<file path="src/rtl/parking_pkg.sv">
// Shared definitions for the parking-lot blocks: gate state encoding and default sizing.
`default_nettype none

package parking_pkg;

  localparam int DEFAULT_CNT_W    = 4;
  localparam int DEFAULT_CAPACITY = 15;

  typedef enum logic [1:0] {
    GATE_IDLE = 2'd0,
    GATE_OPEN = 2'd1,
    GATE_HOLD = 2'd2
  } gate_state_t;

  function automatic int max2(input int a, input int b);
    return (a > b) ? a : b;
  endfunction

endpackage

`default_nettype wire

</file>
<file path="src/rtl/gate_fsm.sv">
// Per-barrier sequencer: IDLE -> OPEN (await pass or timeout) -> HOLD -> IDLE.
`default_nettype none

module gate_fsm
  import parking_pkg::*;
#(
  parameter int OPEN_TIMEOUT = 200,
  parameter int CLOSE_HOLD   = 4
) (
  input  logic clk,
  input  logic rst_n,
  input  logic i_req,
  input  logic i_pass,
  input  logic i_allow,
  output logic o_gate_open,
  output logic o_event
);

  localparam int TMAX = max2(OPEN_TIMEOUT, CLOSE_HOLD);
  localparam int TW   = $clog2(TMAX + 1);

  localparam logic [TW-1:0] OPEN_LAST = TW'(OPEN_TIMEOUT - 1);
  localparam logic [TW-1:0] HOLD_LAST = TW'(CLOSE_HOLD - 1);
  localparam logic [TW-1:0] TIMER_MAX = TW'(TMAX);

  gate_state_t   r_state;
  logic [TW-1:0] r_timer;
  logic [TW-1:0] w_timer_next;

  assign w_timer_next = (r_timer == TIMER_MAX) ? r_timer : r_timer + 1'b1;

  // Only a pass seen while waiting in OPEN counts; late or stray pulses are dropped.
  assign o_event = (r_state == GATE_OPEN) & i_pass;

  always_ff @(posedge clk or negedge rst_n) begin
    if (!rst_n) begin
      r_state     <= GATE_IDLE;
      r_timer     <= '0;
      o_gate_open <= 1'b0;
    end else begin
      case (r_state)
        GATE_IDLE: begin
          if (i_req && i_allow) begin
            r_state     <= GATE_OPEN;
            r_timer     <= '0;
            o_gate_open <= 1'b1;
          end
        end
        GATE_OPEN: begin
          if (i_pass) begin
            r_state <= GATE_HOLD;
            r_timer <= '0;
          end else if (r_timer == OPEN_LAST) begin
            r_state     <= GATE_IDLE;
            r_timer     <= '0;
            o_gate_open <= 1'b0;
          end else begin
            r_timer <= w_timer_next;
          end
        end
        GATE_HOLD: begin
          if (r_timer == HOLD_LAST) begin
            r_state     <= GATE_IDLE;
            r_timer     <= '0;
            o_gate_open <= 1'b0;
          end else begin
            r_timer <= w_timer_next;
          end
        end
        default: begin
          r_state     <= GATE_IDLE;
          r_timer     <= '0;
          o_gate_open <= 1'b0;
        end
      endcase
    end
  end

endmodule

`default_nettype wire

</file>
<file path="src/rtl/parking_gate_controller.sv">
// Entry/exit barrier control with a serialising inc/dec arbiter and lot-full gating.
`default_nettype none

module parking_gate_controller
  import parking_pkg::*;
#(
  parameter int CNT_W        = DEFAULT_CNT_W,
  parameter int CAPACITY     = DEFAULT_CAPACITY,
  parameter int OPEN_TIMEOUT = 200,
  parameter int CLOSE_HOLD   = 4
) (
  input  logic             clk,
  input  logic             rst_n,
  input  logic             i_entry_req,
  input  logic             i_entry_pass,
  input  logic             i_exit_req,
  input  logic             i_exit_pass,
  input  logic [CNT_W-1:0] i_count,
  output logic             o_inc,
  output logic             o_dec,
  output logic             o_entry_gate_open,
  output logic             o_exit_gate_open,
  output logic             o_full,
  output logic             o_entry_denied
);

  localparam logic [CNT_W:0] CAP_W = (CNT_W + 1)'(CAPACITY);

  logic             w_entry_event;
  logic             w_exit_event;
  logic [CNT_W:0]   w_occupancy;
  logic             r_pending_inc;
  logic             r_pending_dec;

  gate_fsm #(
    .OPEN_TIMEOUT (OPEN_TIMEOUT),
    .CLOSE_HOLD   (CLOSE_HOLD)
  ) u_entry_gate (
    .clk         (clk),
    .rst_n       (rst_n),
    .i_req       (i_entry_req),
    .i_pass      (i_entry_pass),
    .i_allow     (~o_full),
    .o_gate_open (o_entry_gate_open),
    .o_event     (w_entry_event)
  );

  gate_fsm #(
    .OPEN_TIMEOUT (OPEN_TIMEOUT),
    .CLOSE_HOLD   (CLOSE_HOLD)
  ) u_exit_gate (
    .clk         (clk),
    .rst_n       (rst_n),
    .i_req       (i_exit_req),
    .i_pass      (i_exit_pass),
    .i_allow     (1'b1),
    .o_gate_open (o_exit_gate_open),
    .o_event     (w_exit_event)
  );

  // A pending increment already counts toward occupancy so a second car cannot slip in.
  assign w_occupancy = {1'b0, i_count} + {{CNT_W{1'b0}}, r_pending_inc};
  assign o_full      = (w_occupancy >= CAP_W);

  // Exit wins arbitration; an entry strobe waits one cycle if both are pending.
  assign o_dec = r_pending_dec;
  assign o_inc = r_pending_inc & ~r_pending_dec;

  // The gate's open flag is low exactly when its sequencer sits in IDLE.
  assign o_entry_denied = i_entry_req & o_full & ~o_entry_gate_open;

  always_ff @(posedge clk or negedge rst_n) begin
    if (!rst_n) begin
      r_pending_inc <= 1'b0;
      r_pending_dec <= 1'b0;
    end else begin
      r_pending_dec <= w_exit_event;
      r_pending_inc <= w_entry_event | (r_pending_inc & ~o_inc);
    end
  end

endmodule

`default_nettype wire
</file>
<file path="config.mk">
export PLATFORM = sky130hd
export DESIGN_NAME = parking_gate_controller
export DESIGN_NICKNAME = d
export VERILOG_FILES = /design/src/rtl/parking_pkg.sv /design/src/rtl/gate_fsm.sv /design/src/rtl/parking_gate_controller.sv
export SDC_FILE = /design/constraint.sdc
export NUM_CORES = 1
export LEC_CHECK = 0
export CORE_MARGIN = 5
export CORE_UTILIZATION = 40
export CTS_CLUSTER_SIZE = 16
export DETAILED_ROUTE_END_ITERATION = 10
export PLACE_DENSITY = 0.68
export RECOVER_POWER = 25
export SLEW_MARGIN = 0
export SYNTH_ARGS = -nofsm -noshare
export SYNTH_HDL_FRONTEND = slang
export SYNTH_SLANG_ARGS = --single-unit
</file>
<file path="constraint.sdc">
create_clock -name clk -period 4 [get_ports clk]
set_input_delay 0.8 -clock clk [delete_from_list [all_inputs] [get_ports clk]]
set_output_delay 0.8 -clock clk [all_outputs]
set_load 0.01 [all_outputs]
</file>
# Word level (Yosys, flattened, before mapping)
# Index checks and enable logic that the tools add are counted.
[totals] regBits=24 latch_bits=0 mem_bits_rw=0 mem_bits_ro=0 inputBits=10 out_inout_bits=6 elab_cells=82 n_memories=0
[classes] n_addsub=3 mul=0 n_div=0 order_cmp=1 n_eq_ne=20 shift=0 muxes=32 bitwise=11 reduce_logical=7
[ops] operator="8-bit 2-to-1 mux" n=10
[ops] operator="8-bit case mux with 3 select lines" n=2
[ops] operator="8-bit == test (second input constant)" n=4
[ops] operator="8-bit by 1-bit adder with 8-bit output (second input constant)" n=2
[ops] operator="8-bit by 2-bit == test with 1-bit output (second input constant)" n=2
[ops] operator="2-bit 2-to-1 mux" n=8
[ops] operator="2-bit case mux with 3 select lines" n=2
[ops] operator="2-bit != test (second input constant)" n=5
[ops] operator="1-bit 2-to-1 mux" n=8
[ops] operator="4-bit AND reduction" n=2
[ops] operator="1-bit AND" n=6
[ops] operator="2-bit by 1-bit != test with 1-bit output (second input constant)" n=3
[ops] operator="3-bit != test (second input constant)" n=2
[ops] operator="1-bit case mux with 3 select lines" n=2
[ops] operator="3-bit AND reduction" n=2
[ops] operator="4-bit by 1-bit adder with 5-bit output" n=1
[ops] operator="5-bit by 4-bit >= comparator with 1-bit output (second input constant)" n=1
[ops] operator="2-bit by 1-bit == test with 1-bit output (second input constant)" n=2
[ops] operator="2-bit == test (second input constant)" n=2
[ops] operator="2-bit zero test" n=2
[ops] operator="1-bit NOT" n=4
[ops] operator="1-bit logical AND" n=1
[ops] operator="1-bit bitwise OR" n=1

# Depth between registers and ports, before layout
# Gate-level depths: netlist of the first run.
[logic_depth] word_depth=6 depth_mapped=8 depth_no_buf=7

# By module
# From an unflattened synthesis of the first run, not the netlist that was laid out.
[hier_totals] hier_cells=192 area_unflattened_um2=1701.6
[by_module_without_submodules] mod="gate_fsm" instances=2 cells_each=88 area_per_inst_um2=774.5 seq_area_each_um2=275.3
[by_module_without_submodules] mod="parking_gate_controller" instances=1 cells_each=16 area_per_inst_um2=152.6 seq_area_each_um2=50.0

# Worst setup path after synthesis of the first run
# OpenSTA, ideal clock, no wires.
[synth_timing] path_kind="input to output" start="input port i_count[0]" end="output port o_entry_denied" t_arrival_ns=2.280 required_time_ns=3.200 slack_ns=0.920 path_stages=6 n_path_buf=0 path_cell_list="ha_1 > ha_1 > nand2_1 > or4_1 > o211ai_1 > and3b_1"
[synth_between] elab_chain_cells=4
[synth_rtl] item="start: declaration" line="parking_gate_controller.sv:18" source="input logic [CNT_W-1:0] i_count,"
[synth_rtl] item="4-bit by 1-bit adder with 5-bit output" line="parking_gate_controller.sv:62" source="assign w_occupancy = {1'b0, i_count} + {{CNT_W{1'b0}}, r_pending_inc};"
[synth_rtl] item="5-bit by 4-bit >= comparator with 1-bit output" line="parking_gate_controller.sv:63" source="assign o_full = (w_occupancy >= CAP_W);"
[synth_rtl] item="named net o_full" line="parking_gate_controller.sv:23" source="output logic o_full,"
[synth_rtl] item="1-bit AND (2 in a row)" line="parking_gate_controller.sv:70" source="assign o_entry_denied = i_entry_req & o_full & ~o_entry_gate_open;"
[synth_rtl] item="end: declaration" line="parking_gate_controller.sv:24" source="output logic o_entry_denied"
# The timed path passes the listed nets, and every way through them passes these cells.

# Worst setup path in the final report of the first run
[layout_timing] start="input port i_count[0]" end="output port o_full"
[layout_between] elab_chain_cells=2
[layout_rtl] item="4-bit by 1-bit adder with 5-bit output" line="parking_gate_controller.sv:62"
[layout_rtl] item="5-bit by 4-bit >= comparator with 1-bit output" line="parking_gate_controller.sv:63"
[layout_rtl] item="end: declaration" line="parking_gate_controller.sv:23"
# Every way passes these cells.

==> flow_summary.yaml, run 1 <==
detailed_routing:
  routed_via_density: 5.459
  vias: 1332
  drcViolationCount: 0
  drt-total-wl_mm: 3.227
  drt_iter0_drc: 57
  drt_first_pass_iters: 4
  ant_nets: 0
  wire_per_inst_um: 13.23
timing:
  period_needed_ns: 3.858
  clock.fmax_mhz: 259.2
  finalCritPeriodShare_pct: 96.45
  fin_setup_tns_ns: 0
  hold_viol_final: 0
  rsz0062_at_grt: "false"
  setup_violations: 0
  slew_viol_final: 0
  worst_slew_pin_slew_ns: 1.308
  worst_slack_ns: 0.1419
  fin_skew_ns: 0.004134
  slew_headroom_pct: 12.82
setup_path:
  r2r_cells: 8
  cpLargestDelayFamily: "buffers and inverters"
  cp_num_buf_inv: 2
  start_kind: "input pin"
  endpoint: "o_full"
  max_stage_delay_ns: 0.57
  cp_num_cells: 7
  crit_type: "input pin to output pin"
  arrival_ns: 3.06
  path_cells: "clkdlybuf4s50_1 -> ha_1 -> ha_1 -> nand2_1 -> or4_1 -> o211ai_1 -> clkdlybuf4s50_1"
  cp_slowest_cell: "clkdlybuf4s50_1"
  reg2reg_from: "r_pending_inc"
  cp-end-kind: "output pin"
  crit_start: "i_count[0]"
  reg2reg_slack_ns: 1.69
  r2r_end: "u_entry_gate.r_timer[6]"
  cp.required_ns: 3.20
  crit_fanout: 3
synth:
  synth_top_area_cell: "dfrtp_1"
  synth_common_cells: "dfrtp_1, nand2_1, inv_1"
  ys_warn_count: 0
  dominantRegCellSynth: "dfrtp_1"
  synth_top_cells_by_area: "dfrtp_1, ha_1, nand2_1"
  ys_ff_latch: 24
  yosysUniqueCellTypes: 48
  avgSynthCellArea_um2: 9.084
  synth_edf_count: 0
  ys_seq_area_share_pct: 37.35
  async_flop_share_pct: 100.0
  synth_top_area_share_pct: 37.35
  syn_area_um2: 1608
  syn-instance-count: 177
  yosysMostFrequentCell: "dfrtp_1"
  syn_nets: 199
placement:
  io_buffers: 15
  routabilityCongestion: 0.8289
  hpwl_mm: 2.463
  dpl_cell_area_um2: 1818
  dpl_worst_slack_ns: -0.03676
die:
  start_util_pct: 40.78
  die_height_um: 73.40
  fp.dieW_um: 73.40
  num_io_pins: 16
  die-area_um2: 5388
  core_um2: 3943
  std_cell_rows: 23
power:
  combPwrFrac_pct: 46.9
  pwr-share-seq_pct: 34.8
  p_int_mw: 0.5738
  p_leak_nw: 0.8317
  p_clk_share_pct: 18.2
  irDropWorstVdd_v: 0.0002957
  power_density_nw_per_um2: 489.4
  power.switching_mw: 0.3404
  swShare_pct: 37.23
run:
  drv_cap: 0
global_routing:
  grt_pass1_vias: 1301
  grt_pass1_wl_mm: 5.733
  overflow: 0
  grt_usage_pct: 13.26
  antenna_found_initial: 0
  grt_max_degree: 25
finish:
  stdcell_area_um2: 1868
  diodes: 0
  final_layout_size_suffix_gt1_share_pct: 6.186
  fillerInstances: 377
  area_growth_pct: 16.19
  fin_nets: 217
clock_network:
  cts_root_buf: "clkbuf_8"
  clkTransAtPathRegs_ns: 0.08
  htreeDepth: 1
  cts_made_buffers: 3
  clk_latency_ns: 0.27
  cts_sinks: 24
  clockBufferDepth: 2
  cts_tree: "built"
min_path:
  hold_path_class: "register to register"
run_status:
  status: "finished, final reports clean"
## worst reg2reg max path, stage by stage (launching register included)
cell	delay, ns
dfrtp_1	0.41
ha_1	0.22
ha_1	0.31
nand2_1	0.07
or4_1	0.52
a31oi_1	0.16
buf_4	0.21
nor2b_1	0.11
a22o_1	0.20
## registers in the layout (all words and copies together) (netlist names)
| register | flops |
|---|---|
| u_exit_gate.r_state | 2 |
| u_entry_gate.r_timer | 8 |
| u_entry_gate.r_state | 2 |
| r_pending_inc | 1 |
| u_entry_gate.o_gate_open | 1 |
| u_exit_gate.o_gate_open | 1 |
| o_dec | 1 |
| u_exit_gate.r_timer | 8 |
## power by group through the flow
stage                     Clock (mW)  Combinational [mW]  Sequential (mW)
after global routing           0.183               0.485            0.326
after detailed placement           0               0.434            0.324
after CTS                      0.176               0.435            0.319
after floorplan                    0               0.309            0.324
after global placement             0               0.425            0.323
final                          0.167               0.429            0.319
## logic make-up after synthesis
logic type	count (synthesis)	synth area share [%]
compound gates	48	23.50
buf+inv	19	4.591
flops	24	37.35
simple gates	71	23.35
mux	3	1.868
fa+ha+maj	12	9.338
## layout by cell type, fill, tap and decap left out, types with 3 or more instances in the layout
| master | instances |
|---|---|
| a21o_1 | 6 |
| a21oi_1 | 5 |
| a22o_1 | 5 |
| clkbuf_8 | 4 |
| clkdlybuf4s50_1 | 13 |
| dfrtp_1 | 24 |
| ha_1 | 12 |
| inv_1 | 15 |
| mux2i_1 | 3 |
| nand2_1 | 22 |
| nand2b_1 | 4 |
| nand3_1 | 9 |
| nor2_1 | 12 |
| nor2b_1 | 3 |
| o21ai_0 | 8 |
| o22ai_1 | 3 |
| or3_1 | 5 |
## worst min-delay path by stage
stage                             start                        to  slack (ns)  depth (start not counted)
2_1_floorplan             r_pending_inc             r_pending_inc        0.48                          1
3_3_place_gp                      o_dec             r_pending_inc        0.51                          1
3_5_place_dp   u_entry_gate.o_gate_open  u_entry_gate.o_gate_open        0.50                          1
4_1_cts        u_entry_gate.o_gate_open  u_entry_gate.o_gate_open        0.52                          1
5_1_grt        u_entry_gate.o_gate_open  u_entry_gate.o_gate_open        0.55                          1
6_report        u_exit_gate.o_gate_open   u_exit_gate.o_gate_open        0.52                          2
## what timing repair did
item	in CTS	in global routing
endpoints found under the setup margin	1	0
hold buffers	0	0
setup buffers	0	0
hold endpoints to repair	0	0
gates resized for setup	1	0
## metal layers
layer  GRT usage, %  vias to the layer above  part of all wire, %
li1               -                      675                    -
met1          16.85                      630                   45
met2          22.84                       25                   49
met3          3.420                        2                  5.5
met4          2.414                        0                 0.59
met5              0                        -                    0
## per-stage QoR
| step | utilization (%) | total power, mW | hold slack (ns) | std cells |
|---|---|---|---|---|
| 2_1_floorplan | - | 0.6331 | 0.4816 | 177 |
| 3_3_place_gp | 46.11 | 0.7480 | 0.5062 | 240 |
| 3_5_place_dp | 46.11 | 0.7572 | 0.5041 | 240 |
| 4_1_cts | 47.48 | 0.9301 | 0.5247 | 244 |
| 5_1_grt | 47.38 | 0.9946 | 0.5506 | 244 |
| 6_report | 47.38 | 0.9142 | 0.5161 | 244 |
## area by class of cell
class,count,area (um^2),area share (%)
inverter,15,56.30,3.014
clock buffer,4,55.05,2.947
sequential,24,600.6,32.15
multi-input combinational,134,933.4,49.97
tap,50,62.56,3.349
timing repair buffer,17,160.2,8.573
No activity file was read; power rests on OpenSTA's default activity.
==> inputs of run 2 (changes only) <==
Settings changed: CAP_MARGIN set to 20.
==> results of run 2 <==
Same layout as run 1: the final DEF is identical, and so are final timing and power.
==> inputs of run 3 (changes only) <==
Settings changed: CORE_MARGIN 5 to not set.
==> flow_summary.yaml, run 3 (synthesis gave the netlist of run 1 again) <==
detailed_routing:
  ant_nets: 0
  drcViolationCount: 0
  wire_per_inst_um: 14.61
  drt_iter0_drc: 88
  drt-total-wl_mm: 3.520
  drt_first_pass_iters: 4
  vias: 1350
  routed_via_density: 5.602
global_routing:
  overflow: 0
  grt_pass1_wl_mm: 5.858
  grt_max_degree: 25
  antenna_found_initial: 0
  grt_usage_pct: 17.68
  grt_pass1_vias: 1348
timing:
  finalCritPeriodShare_pct: 95.21
  hold_viol_final: 0
  slew_headroom_pct: 30.77
  clock.fmax_mhz: 262.6
  slew_viol_final: 0
  period_needed_ns: 3.808
  setup_violations: 0
  worst_slew_pin_slew_ns: 1.038
  fin_skew_ns: 0.005888
  fin_setup_tns_ns: 0
  rsz0062_at_grt: "false"
setup_path:
  crit_fanout: 3
  crit_top_cell: "clkdlybuf4s50_1"
  cp-end-kind: "output pin"
  reg2reg_from: "r_pending_inc"
  crit_start: "i_count[0]"
  crit_type: "input pin to output pin"
  cp_slowest_cell: "clkdlybuf4s50_1"
  cpLargestDelayFamily: "buffers and inverters"
  cp.required_ns: 3.20
  cp_num_buf_inv: 2
  arrival_ns: 3.01
  max_stage_delay_ns: 0.58
  cp_num_cells: 7
  path_cells: "clkdlybuf4s50_1 -> ha_1 -> ha_4 -> nand2_1 -> or4_4 -> o211ai_1 -> clkdlybuf4s50_1"
  r2r_cells: 8
  start_kind: "input pin"
power:
  p_leak_nw: 0.8392
  irDropWorstVdd_v: 0.0002661
  power_density_nw_per_um2: 484.2
finish:
  register_area_um2: 600.6
  area_growth_pct: 16.42
  layout_commonest_cell: "dfrtp_1"
  multi_input_area_um2: 949.7
  final_layout_size_suffix_gt1_share_pct: 6.736
  fillerInstances: 354
  layout_common_cells: "dfrtp_1, nand2_1, inv_1"
  diodes: 0
  final_cells: 241
  largest_registers: "u_entry_gate.r_timer x8, u_exit_gate.r_timer x8"
  fin_nets: 217
placement:
  numPlacedInstances: 237
  io_buffers: 15
  routabilityCongestion: 0.7707
  hpwl_mm: 2.611
die:
  fp.dieW_um: 65.40
  core_um2: 3771
  start_util_pct: 42.63
  die_height_um: 65.40
  die-area_um2: 4277
  num_io_pins: 16
  std_cell_rows: 22
clock_network:
  htreeDepth: 1
  cts_made_buffers: 3
  clk_latency_ns: 0.26
  cts_root_buf: "clkbuf_8"
  clockBufferDepth: 2
  cts_sinks: 24
  cts_tree: "built"
  clkTransAtPathRegs_ns: 0.08
min_path:
  hold_path_class: "register to register"
  worstHoldPathCells: 2
  worst_hold_startpoint: "u_exit_gate.o_gate_open"
run_status:
  status: "finished, final reports clean"
run:
  drv_cap: 0
## run 3: repair_timing
item,CTS,global route
endpoints found under the hold margin,0,0
setup endpoints to repair,0,1
gates resized for setup,0,3
setup buffers,0,0
hold buffers,0,0
## run 3: where the power goes
| part | total, mW | switching (mW) | internal [mW] | leakage [nW] |
|---|---|---|---|---|
| logic | 0.446 | 0.242 | 0.204 | 0.494 |
| clock network | 0.142 | 0.0748 | 0.0673 | 0.0216 |
| registers | 0.318 | 0.0316 | 0.287 | 0.324 |
| total | 0.906 | 0.348 | 0.558 | 0.839 |
## run 3: worst paths after layout
| kind | end | slack (ns) |
|---|---|---|
| worst max register to register | u_entry_gate.r_timer[7] | 1.71 |
| worst max-delay path | o_full | 0.19 |
| worst min register to register | u_exit_gate.o_gate_open | 0.52 |
| min in group asynchronous | u_entry_gate.r_state[1] | 0.85 |
| worst min-delay path | u_exit_gate.o_gate_open | 0.52 |
| max in group asynchronous | u_exit_gate.r_timer[1] | 1.89 |
## run 3: layout make-up
class | instances | area share [%]
Multi-Input combinational cell | 134 | 50.74
Sequential cell | 24 | 32.09
Timing Repair Buffer | 17 | 8.757
Tap cell | 48 | 3.209
Inverter | 15 | 3.008
Clock buffer | 3 | 2.206
## run 3: through the flow
stage	hold slack (ns)	cell area [um^2]	total power, mW	setup WS [ns]	utilization (%)
6_report	0.5152	1872	0.9064	0.1917	49.64
5_1_grt	0.5590	1872	0.9825	0.1248	49.64
4_1_cts	0.5308	1849	0.9135	0.01135	49.04
3_5_place_dp	0.5050	1808	0.7628	0.01430	47.94
3_3_place_gp	0.4942	1808	0.7420	0.09783	47.94
2_1_floorplan	0.4816	1608	0.6331	0.9199	-
## run 3: tightest hold or removal path, stage by stage, from the launching register on
cell	delay, ns
dfrtp_1	0.35
a41oi_1	0.05
nor2_1	0.08
## run 3: per-layer routing
metal  wire (um)  share of wire (%)  track usage (%)
met4          16               0.45            4.620
met2        1915                 54            32.86
met5           0                  0                0
met1        1490                 42            19.85
met3          98                2.8            4.340
